File: config.mk
export PLATFORM = sky130hd
export DESIGN_NAME = regfile_write_arbiter
export DESIGN_NICKNAME = d
export VERILOG_FILES = /design/src/rtl/regfile_write_arbiter.sv
export SDC_FILE = /design/constraint.sdc
export NUM_CORES = 1
export LEC_CHECK = 0
export BUFFER_PORTS_ARGS = -buffer_cell sky130_fd_sc_hd__buf_4
export CORE_ASPECT_RATIO = 1.1
export CORE_MARGIN = 2
export CORE_UTILIZATION = 40
export CTS_BUF_LIST = sky130_fd_sc_hd__clkbuf_8
export DETAILED_ROUTE_END_ITERATION = 10
export PLACE_DENSITY = 0.71
export SLEW_MARGIN = 15
export SYNTH_ARGS = -nofsm -noshare
export SYNTH_HDL_FRONTEND = slang
export SYNTH_SLANG_ARGS = --single-unit
File: constraint.sdc
create_clock -name Clk -period 5.2 [get_ports Clk]
set_clock_uncertainty 0.1 [all_clocks]
set_input_delay 0.52 -clock Clk [delete_from_list [all_inputs] [get_ports Clk]]
set_output_delay 0.52 -clock Clk [all_outputs]
set_load 0.05 [all_outputs]
File: src/rtl/regfile_write_arbiter.sv
// regfile_write_arbiter: round-robin share of the register-file write port plus a busy scoreboard
module regfile_write_arbiter #(
    parameter int NREG = 16,
    parameter int DW   = 32
) (
    input  logic            Clk,
    input  logic            Clr,
    input  logic            Req0Valid,
    output logic            Req0Ready,
    input  logic [3:0]      Req0Reg,
    input  logic [DW-1:0]   Req0Data,
    input  logic            Req1Valid,
    output logic            Req1Ready,
    input  logic [3:0]      Req1Reg,
    input  logic [DW-1:0]   Req1Data,
    output logic [DW-1:0]   RfData,
    output logic [3:0]      RfDec,
    output logic            RfLd,
    input  logic            IssValid,
    input  logic [3:0]      IssReg,
    output logic            IssReady,
    input  logic [3:0]      SA,
    input  logic [3:0]      SB,
    input  logic            UseA,
    input  logic            UseB,
    output logic            Stall,
    output logic [NREG-1:0] Busy
);
    logic            last;
    logic            xfer;
    logic [NREG-1:0] setMask;
    logic [NREG-1:0] clrMask;

    // grant: a lone requester wins; on a tie the one that did not win last time wins
    always_comb begin
        Req0Ready = Req0Valid & (~Req1Valid | last);
        Req1Ready = Req1Valid & (~Req0Valid | ~last);
        xfer      = Req0Ready | Req1Ready;
        IssReady  = ~Busy[IssReg];
        Stall     = (UseA & Busy[SA]) | (UseB & Busy[SB]);
        setMask   = (IssValid & IssReady) ? NREG'(1) << IssReg : '0;
        clrMask   = RfLd ? NREG'(1) << RfDec : '0;
    end

    // write port stage: register the winning transfer and pulse the load enable for one cycle
    always_ff @(posedge Clk or negedge Clr) begin
        if (!Clr) begin
            last   <= 1'b1;
            RfLd   <= 1'b0;
            RfDec  <= '0;
            RfData <= '0;
        end else begin
            RfLd <= xfer;
            if (xfer) begin
                RfDec  <= Req1Ready ? Req1Reg : Req0Reg;
                RfData <= Req1Ready ? Req1Data : Req0Data;
                last   <= Req1Ready;
            end
        end
    end

    // scoreboard: clear on writeback, set on issue; set is applied last so it wins a collision
    always_ff @(posedge Clk or negedge Clr) begin
        if (!Clr)
            Busy <= '0;
        else
            Busy <= (Busy & ~clrMask) | setMask;
    end
endmodule

==> flow_metrics.env, run 1 <==
export IMPL_outcome="complete, no violations"
export IMPL_period_share_pct=52.9
export IMPL_reg2reg_to="RfDec[2]$_DFFE_PN0P_"
export IMPL_cts_sinks=54
export IMPL_synth_largest_area_cell="dfrtp_1"
export IMPL_avgSynthCellArea_um2=9.05
export IMPL_routed_top_layer="met4"
export IMPL_fillCellCount=668
export IMPL_p_leak_nw=2.03
export IMPL_final_nets=560
export IMPL_period_needed_ps=2750
export IMPL_path_max_fanout=111
export IMPL_cts_max_path_buffers=2
export IMPL_hold_buffers=0
export IMPL_ios=148
export IMPL_crit_chain="buf_4 -> nand2b_1 -> nand2_1 -> inv_1 -> buf_4"
export IMPL_fp_dieH_um=95.7
export IMPL_rsz0062_at_grt="false"
export IMPL_cp_end_kind="output port"
export IMPL_antenna_found_initial=0
export IMPL_clkLatencyLatePin_ps=300
export IMPL_crit_path_end="Req0Ready"
export IMPL_syn_to_final_growth_pct=40.2
export IMPL_slew_headroom_pct=34.5
export IMPL_fmax_mhz=364
export IMPL_postCtsSetupRepairBufs=0
export IMPL_cts_tree="built"
export IMPL_ys_warn_count=0
export IMPL_grt_pass1_wl_um=14300
export IMPL_ys_seq_area_share_pct=44.2
export IMPL_drv_slew=0
export IMPL_yosysMostFrequentCell="dfrtp_1"
export IMPL_initial_core_util_pct=41.1
export IMPL_syn_inst=338
export IMPL_htreeDepth=2
export IMPL_wl_met1_um=3760
export IMPL_die_area_um2=8360
export IMPL_dpl_hpwl_um=6580
export IMPL_setup_slack_ps=2450
export IMPL_cp_start_kind="input pin"
export IMPL_synth_nets=429
export IMPL_antenna_left=0
export IMPL_reg2reg_slack_ps=3320
export IMPL_clkTransAtPathRegs_ps=100
export IMPL_ff2ff_path_depth=5
export IMPL_diodes=0
export IMPL_coreArea_um2=7430
export IMPL_viasPerCell=5.62
export IMPL_vias=3130
export IMPL_worst_setup_path_type="input pin to output port"
export IMPL_grt_ovfl_total=0
export IMPL_cp_slowest_stage_delay_ps=750
export IMPL_drive_gt1_share_pct=38.3
export IMPL_finalHoldViolCount=0
export IMPL_ys_top_cells_by_count="dfrtp_1, inv_1"
export IMPL_cts_resized=0
export IMPL_yosys_area_top_type_share_pct=43.4
export IMPL_synth_edf_count=0
export IMPL_syn_area_um2=3060
export IMPL_wl_met3_um=760
export IMPL_crit_slowest_cell="buf_4"
export IMPL_grt_usage_pct=21.6
export IMPL_worst_slew_pin_slew_ps=982
export IMPL_tns_ps=0
export IMPL_cts_made_buffers=5
export IMPL_place_congestion=0.862
export IMPL_arrival_ps=2130
export IMPL_io_buffer_count=147
export IMPL_critPathLaunch="Req1Valid"
export IMPL_power_density_nw_per_um2=437
export IMPL_dieWidth_um=87.4
export IMPL_synthTopCellsByArea="dfrtp_1, a31oi_1, mux4_2"
export IMPL_wl_per_cell_um=16.4
export IMPL_synthArstFlopShare_pct=100
export IMPL_r2r_start="last$_DFFE_PN1P_"
export IMPL_row_count=33
export IMPL_totalWireLength_um=9160
export IMPL_synth_cell_types=30
export IMPL_peakVddDrop_mv=0.185
export IMPL_met2WireLength_um=4500
export IMPL_grt_max_degree=112
export IMPL_path_common_cell="buf_4"
export IMPL_drtPass1Iterations=4
export IMPL_ys_ff_latch=54
export IMPL_ctsRootBufferMaster="clkbuf_8"
export IMPL_ys_flop_type="dfrtp_1"
export IMPL_first_iter_violations=138
export IMPL_seq_area_um2=1350
export IMPL_required_ps=4580
export IMPL_drv_cap=0
export IMPL_grt_pass1_vias=2927
export IMPL_hold_slack_ps=140
export IMPL_preCtsSetupSlack_ps=2480
export IMPL_min_path_type="input pin to async pin"
export IMPL_multiInputGateArea_um2=1460
export IMPL_route_detailed_drc=0
export IMPL_setup_violations=0
## metal layers
| metal | up-vias | global-route usage, % |
|---|---|---|
| li1 | 1501 | - |
| met1 | 1479 | 28.4 |
| met2 | 140 | 34.7 |
| met3 | 10 | 5.75 |
| met4 | 0 | 7.05 |
| met5 | - | 0 |
## worst min path at each step
stage	to	startpoint
2_1_floorplan	Busy[0]$_DFF_PN0_	Clr
3_3_place_gp	Busy[15]$_DFF_PN0_	Busy[15]$_DFF_PN0_
3_5_place_dp	Busy[7]$_DFF_PN0_	Busy[7]$_DFF_PN0_
4_1_cts	RfData[23]$_DFFE_PN0P_	Clr
5_1_grt	RfData[13]$_DFFE_PN0P_	Clr
6_report	RfData[13]$_DFFE_PN0P_	Clr
## critical path: cells and delay by family
kind          cells  cell delay (ps)
buf+inv           3             1030
simple gates      2              570
## power breakdown
group          internal (mW)  leakage, nW  switching, mW
combinational          0.349         1.35          0.610
clock                  0.142       0.0579          0.135
sequential             0.521        0.626          0.116
total                   1.01         2.03          0.861
## through the flow
stage / utilization [%] / instance area [um^2] / cells / total power, mW
after CTS: 57.7 / 4290 / 557 / 1.88
final: 57.7 / 4290 / 557 / 1.87
after global placement: 56.2 / 4180 / 549 / 1.58
after floorplan: - / 3060 / 338 / 1.27
after global routing: 57.7 / 4290 / 557 / 1.96
after detailed placement: 56.2 / 4180 / 549 / 1.60
## state kept, by name, summed over array words and instances, names as in the netlist
name and count:
RfData 32, Busy 16, RfDec 4, RfLd 1, last 1
## area by class of cell
class / instances / area share (%)
multi-input combinational: 221 / 34.1
sequential: 54 / 31.5
timing repair buffer: 148 / 25.9
inverter: 39 / 3.41
tap: 87 / 2.54
clock buffer: 5 / 1.60
clock inverter: 3 / 0.934
## cell families (layout without fill, tap and decap cells)
logic type | Yosys count | after routing | synth area share [%]
DFF | 54 | 54 | 44.2
AOI/OAI and AO/OA | 143 | 143 | 26.6
and+or+nand+nor | 62 | 62 | 10.1
buffers and inverters | 63 | 195 | 8.02
muxes | 16 | 16 | 11.0
## layout by cell type, fill, tap and decap left out, drive strengths merged, types with 5 or more instances in the layout
master / netlist / final
buf: 3 / 148
dfrtp: 53 / 53
inv: 39 / 39
nor2: 36 / 36
a21oi: 36 / 36
o22ai: 36 / 36
a31oi: 36 / 36
o21ai: 33 / 33
mux4: 13 / 13
nand2: 5 / 5
clkbuf: 21 / 5
Note: power is estimated with default switching activity, not from simulation.
==> run 2, diff against run 1 <==
--- a/config.mk
+++ b/config.mk
@@ -5,13 +5,14 @@
 export SDC_FILE = /design/constraint.sdc
 export NUM_CORES = 1
 export LEC_CHECK = 0
+export ABC_AREA = 1
 export BUFFER_PORTS_ARGS = -buffer_cell sky130_fd_sc_hd__buf_4
 export CORE_ASPECT_RATIO = 1.1
 export CORE_MARGIN = 2
 export CORE_UTILIZATION = 40
 export CTS_BUF_LIST = sky130_fd_sc_hd__clkbuf_8
 export DETAILED_ROUTE_END_ITERATION = 10
-export PLACE_DENSITY = 0.71
+export PLACE_DENSITY = 0.7
 export SLEW_MARGIN = 15
 export SYNTH_ARGS = -nofsm -noshare
 export SYNTH_HDL_FRONTEND = slang
==> constraint.sdc (replaced) <==
create_clock -name Clk -period 2.9 [get_ports Clk]
set_clock_uncertainty 0.1 [all_clocks]
set_input_delay 0.29 -clock Clk [delete_from_list [all_inputs] [get_ports Clk]]
set_output_delay 0.29 -clock Clk [all_outputs]
set_load 0.05 [all_outputs]
==> run 2 against run 1 <==
Against the previous run:
- hold slack got worse by 87 ps
- cell count rose by 19%
- sequential power rose by 87%
- core utilization fell by 1.4 points
- register-to-register slack got worse by 2300 ps
- combinational power rose by 90%
- non-clock buffer count rose by 2
- clock power rose by 69%
- count of clock-buffer cells in the layout rose by 2
- synthesized cell count rose by 26%
- critical path depth rose by 3
- critical path type is now flip-flop to output port
- largest power group unchanged
==> flow_metrics.env, run 2 <==
export IMPL_outcome="complete, no violations"
export IMPL_period_share_pct=69.5
export IMPL_wl_per_cell_um=14.3
export IMPL_grt_pass1_vias=3342
export IMPL_fmax_mhz=496
export IMPL_final_nets=646
export IMPL_worst_slew_pin_slew_ps=704
export IMPL_cts_tree="built"
export IMPL_diodes=0
export IMPL_tns_ps=0
export IMPL_finalHoldViolCount=0
export IMPL_synth_top_family_by_area="simple AND/OR/NAND/NOR gates"
export IMPL_synth_nets=516
export IMPL_multiInputGateArea_um2=1440
export IMPL_synthArstFlopShare_pct=100
export IMPL_synthSimpleGateAreaFrac_pct=26.0
export IMPL_peakVddDrop_mv=0.399
export IMPL_yosysMostFrequentCell="nand2_1"
export IMPL_syn_area_um2=3160
export IMPL_synthMuxAreaShare_pct=0
export IMPL_slew_headroom_pct=53.0
export IMPL_fillCellCount=773
export IMPL_final_cell_mix="buf_4, nand2_1, dfrtp_1, inv_1, nor2_1"
export IMPL_synth_cell_types=30
export IMPL_cts_max_path_buffers=2
export IMPL_p_leak_nw=2.24
export IMPL_dieWidth_um=88.8
export IMPL_route_detailed_drc=0
export IMPL_drive_gt1_share_pct=31.7
export IMPL_largest_register_ffs=32
export IMPL_viasPerCell=5.13
export IMPL_synth_compound_area_share_pct=19.5
export IMPL_ys_flop_type="dfrtp_1"
export IMPL_antenna_left=0
export IMPL_ys_warn_count=0
export IMPL_htreeDepth=2
export IMPL_top_regs="RfData: 32 flops, Busy: 16 flops, RfDec: 4 flops"
export IMPL_cp_start_kind="flip-flop"
export IMPL_seq_area_um2=1350
export IMPL_grt_max_degree=74
export IMPL_initial_core_util_pct=40.6
export IMPL_setup_violations=0
export IMPL_antenna_found_initial=0
export IMPL_yosys_area_top_type_share_pct=41.9
export IMPL_path_max_fanout=17
export IMPL_layout_commonest_cell="buf_4"
export IMPL_synth_largest_area_cell="dfrtp_1"
export IMPL_yosys_area_share_adder_pct=0
export IMPL_crit_chain="inv_1 -> nor2_2 -> nor2_4 -> nand3_2 -> nand3_4 -> nand2_1 -> inv_2 -> buf_4"
export IMPL_drtPass1Iterations=4
export IMPL_cp_end_kind="output port"
export IMPL_grt_pass1_wl_um=15700
export IMPL_regMostFlops="RfData"
export IMPL_ys_seq_area_share_pct=42.8
export IMPL_row_count=34
export IMPL_min_path_type="input pin to flip-flop"
export IMPL_ys_top_cells_by_count="nand2_1, dfrtp_1, inv_1, nor2_1"
export IMPL_crit_slowest_cell="dfrtp_1"
export IMPL_syn_inst=425
export IMPL_place_congestion=0.923
export IMPL_power_density_nw_per_um2=794
export IMPL_clkTransAtPathRegs_ps=100
export IMPL_vias=3408
export IMPL_clkLatencyLatePin_ps=310
export IMPL_cts_sinks=54
export IMPL_ys_ff_latch=54
export IMPL_cts_made_buffers=5
export IMPL_grt_usage_pct=22.6
export IMPL_synth_xor_area_share_pct=0
export IMPL_fin_util_pct=56.3
export IMPL_period_needed_ps=2020
export IMPL_worst_setup_path_type="flip-flop to output port"
export IMPL_rsz0062_at_grt="false"
export IMPL_coreArea_um2=7780
export IMPL_arrival_ps=1630
export IMPL_synthTopCellsByArea="dfrtp_1, nand2_1, o22ai_1"
export IMPL_fin_cells=664
export IMPL_ctsRootBufferMaster="clkbuf_8"
export IMPL_die_area_um2=8630
export IMPL_dpl_hpwl_um=7100
export IMPL_syn_to_final_growth_pct=38.7
export IMPL_hold_slack_ps=53.0
export IMPL_grt_ovfl_total=0
export IMPL_totalWireLength_um=9510
export IMPL_drv_slew=0
export IMPL_dp_cells=655
export IMPL_io_buffer_count=147
export IMPL_ios=148
export IMPL_required_ps=2510
export IMPL_drv_cap=0
export IMPL_first_iter_violations=199
export IMPL_avgSynthCellArea_um2=7.44
export IMPL_cp_slowest_stage_delay_ps=470
export IMPL_fp_dieH_um=97.2
export IMPL_synth_edf_count=0
## run 2: cell types whose count changed in the layout (fill, tap and decap cells not counted), moves of 13 or more
cell	change
nand2_1	+72
inv_1	+14
o21ai_1	+32
nand4_1	+15
nor3_1	+16
a21oi_1	-32
a31oi_1	-36
nand3_1	+13
## run 2: final cells by class
type                    instances  share of cell area (%)
clock buffers                   7                    2.20
clock inverters                 1                   0.200
inverters                      58                    5.02
multi-input cells             286                    32.9
flip-flops and latches         54                    30.9
well taps                     108                    3.08
repair buffers                150                    25.7
## run 2: routing by layer
metal / vias up / wire, um / global-route usage [%]
li1: 1689 / - / -
met1: 1582 / 4010 / 28.5
met2: 123 / 4710 / 38.3
met3: 14 / 630 / 5.01
met4: 0 / 161 / 5.94
met5: - / 0 / 0
## run 2: worst paths after layout
kind                               startpoint                     end  slack, ps  cells past startpoint
min                                 Req0Valid        last$_DFFE_PN1P_         50                      2
max reg2reg                  last$_DFFE_PN1P_  RfData[21]$_DFFE_PN0P_        990                      5
max in group asynchronous                 Clr       Busy[3]$_DFF_PN0_       1760                      2
max                        Busy[12]$_DFF_PN0_                IssReady        880                      8
min in group asynchronous                 Clr  RfData[12]$_DFFE_PN0P_        450                      2
min reg2reg                  last$_DFFE_PN1P_        last$_DFFE_PN1P_        420                      2
## run 2: worst max-delay path: cells and delay by family, from the launching register on
family	cells	cell delay, ps
DFF	1	470
and+or+nand+nor	5	560
buffers and inverters	3	290
## run 2: cell families after synthesis
family,count (synthesis)
AO/OA/AOI/OAI,109
AND/OR/NAND/NOR,177
buffers and inverters,85
flip-flops,54
## run 2: what timing repair did
item,CTS,global route
hold endpoints to repair,53,0
hold buffers,1,0
buffers inserted,0,0
resized for setup,0,0
## run 2: per-stage QoR
stage	power (mW)	area [um^2]	setup slack (ps)
detailed placement	3.03	4270	682
global placement	3.01	4270	781
CTS	3.50	4380	655
global route	3.68	4380	743
finish	3.48	4380	884
floorplan	2.38	3160	762
## run 2: power breakdown
group	switching, mW	internal, mW	total, mW
sequential	0.239	0.950	1.19
combinational	1.26	0.562	1.82
clock	0.249	0.219	0.468
total	1.75	1.73	3.48
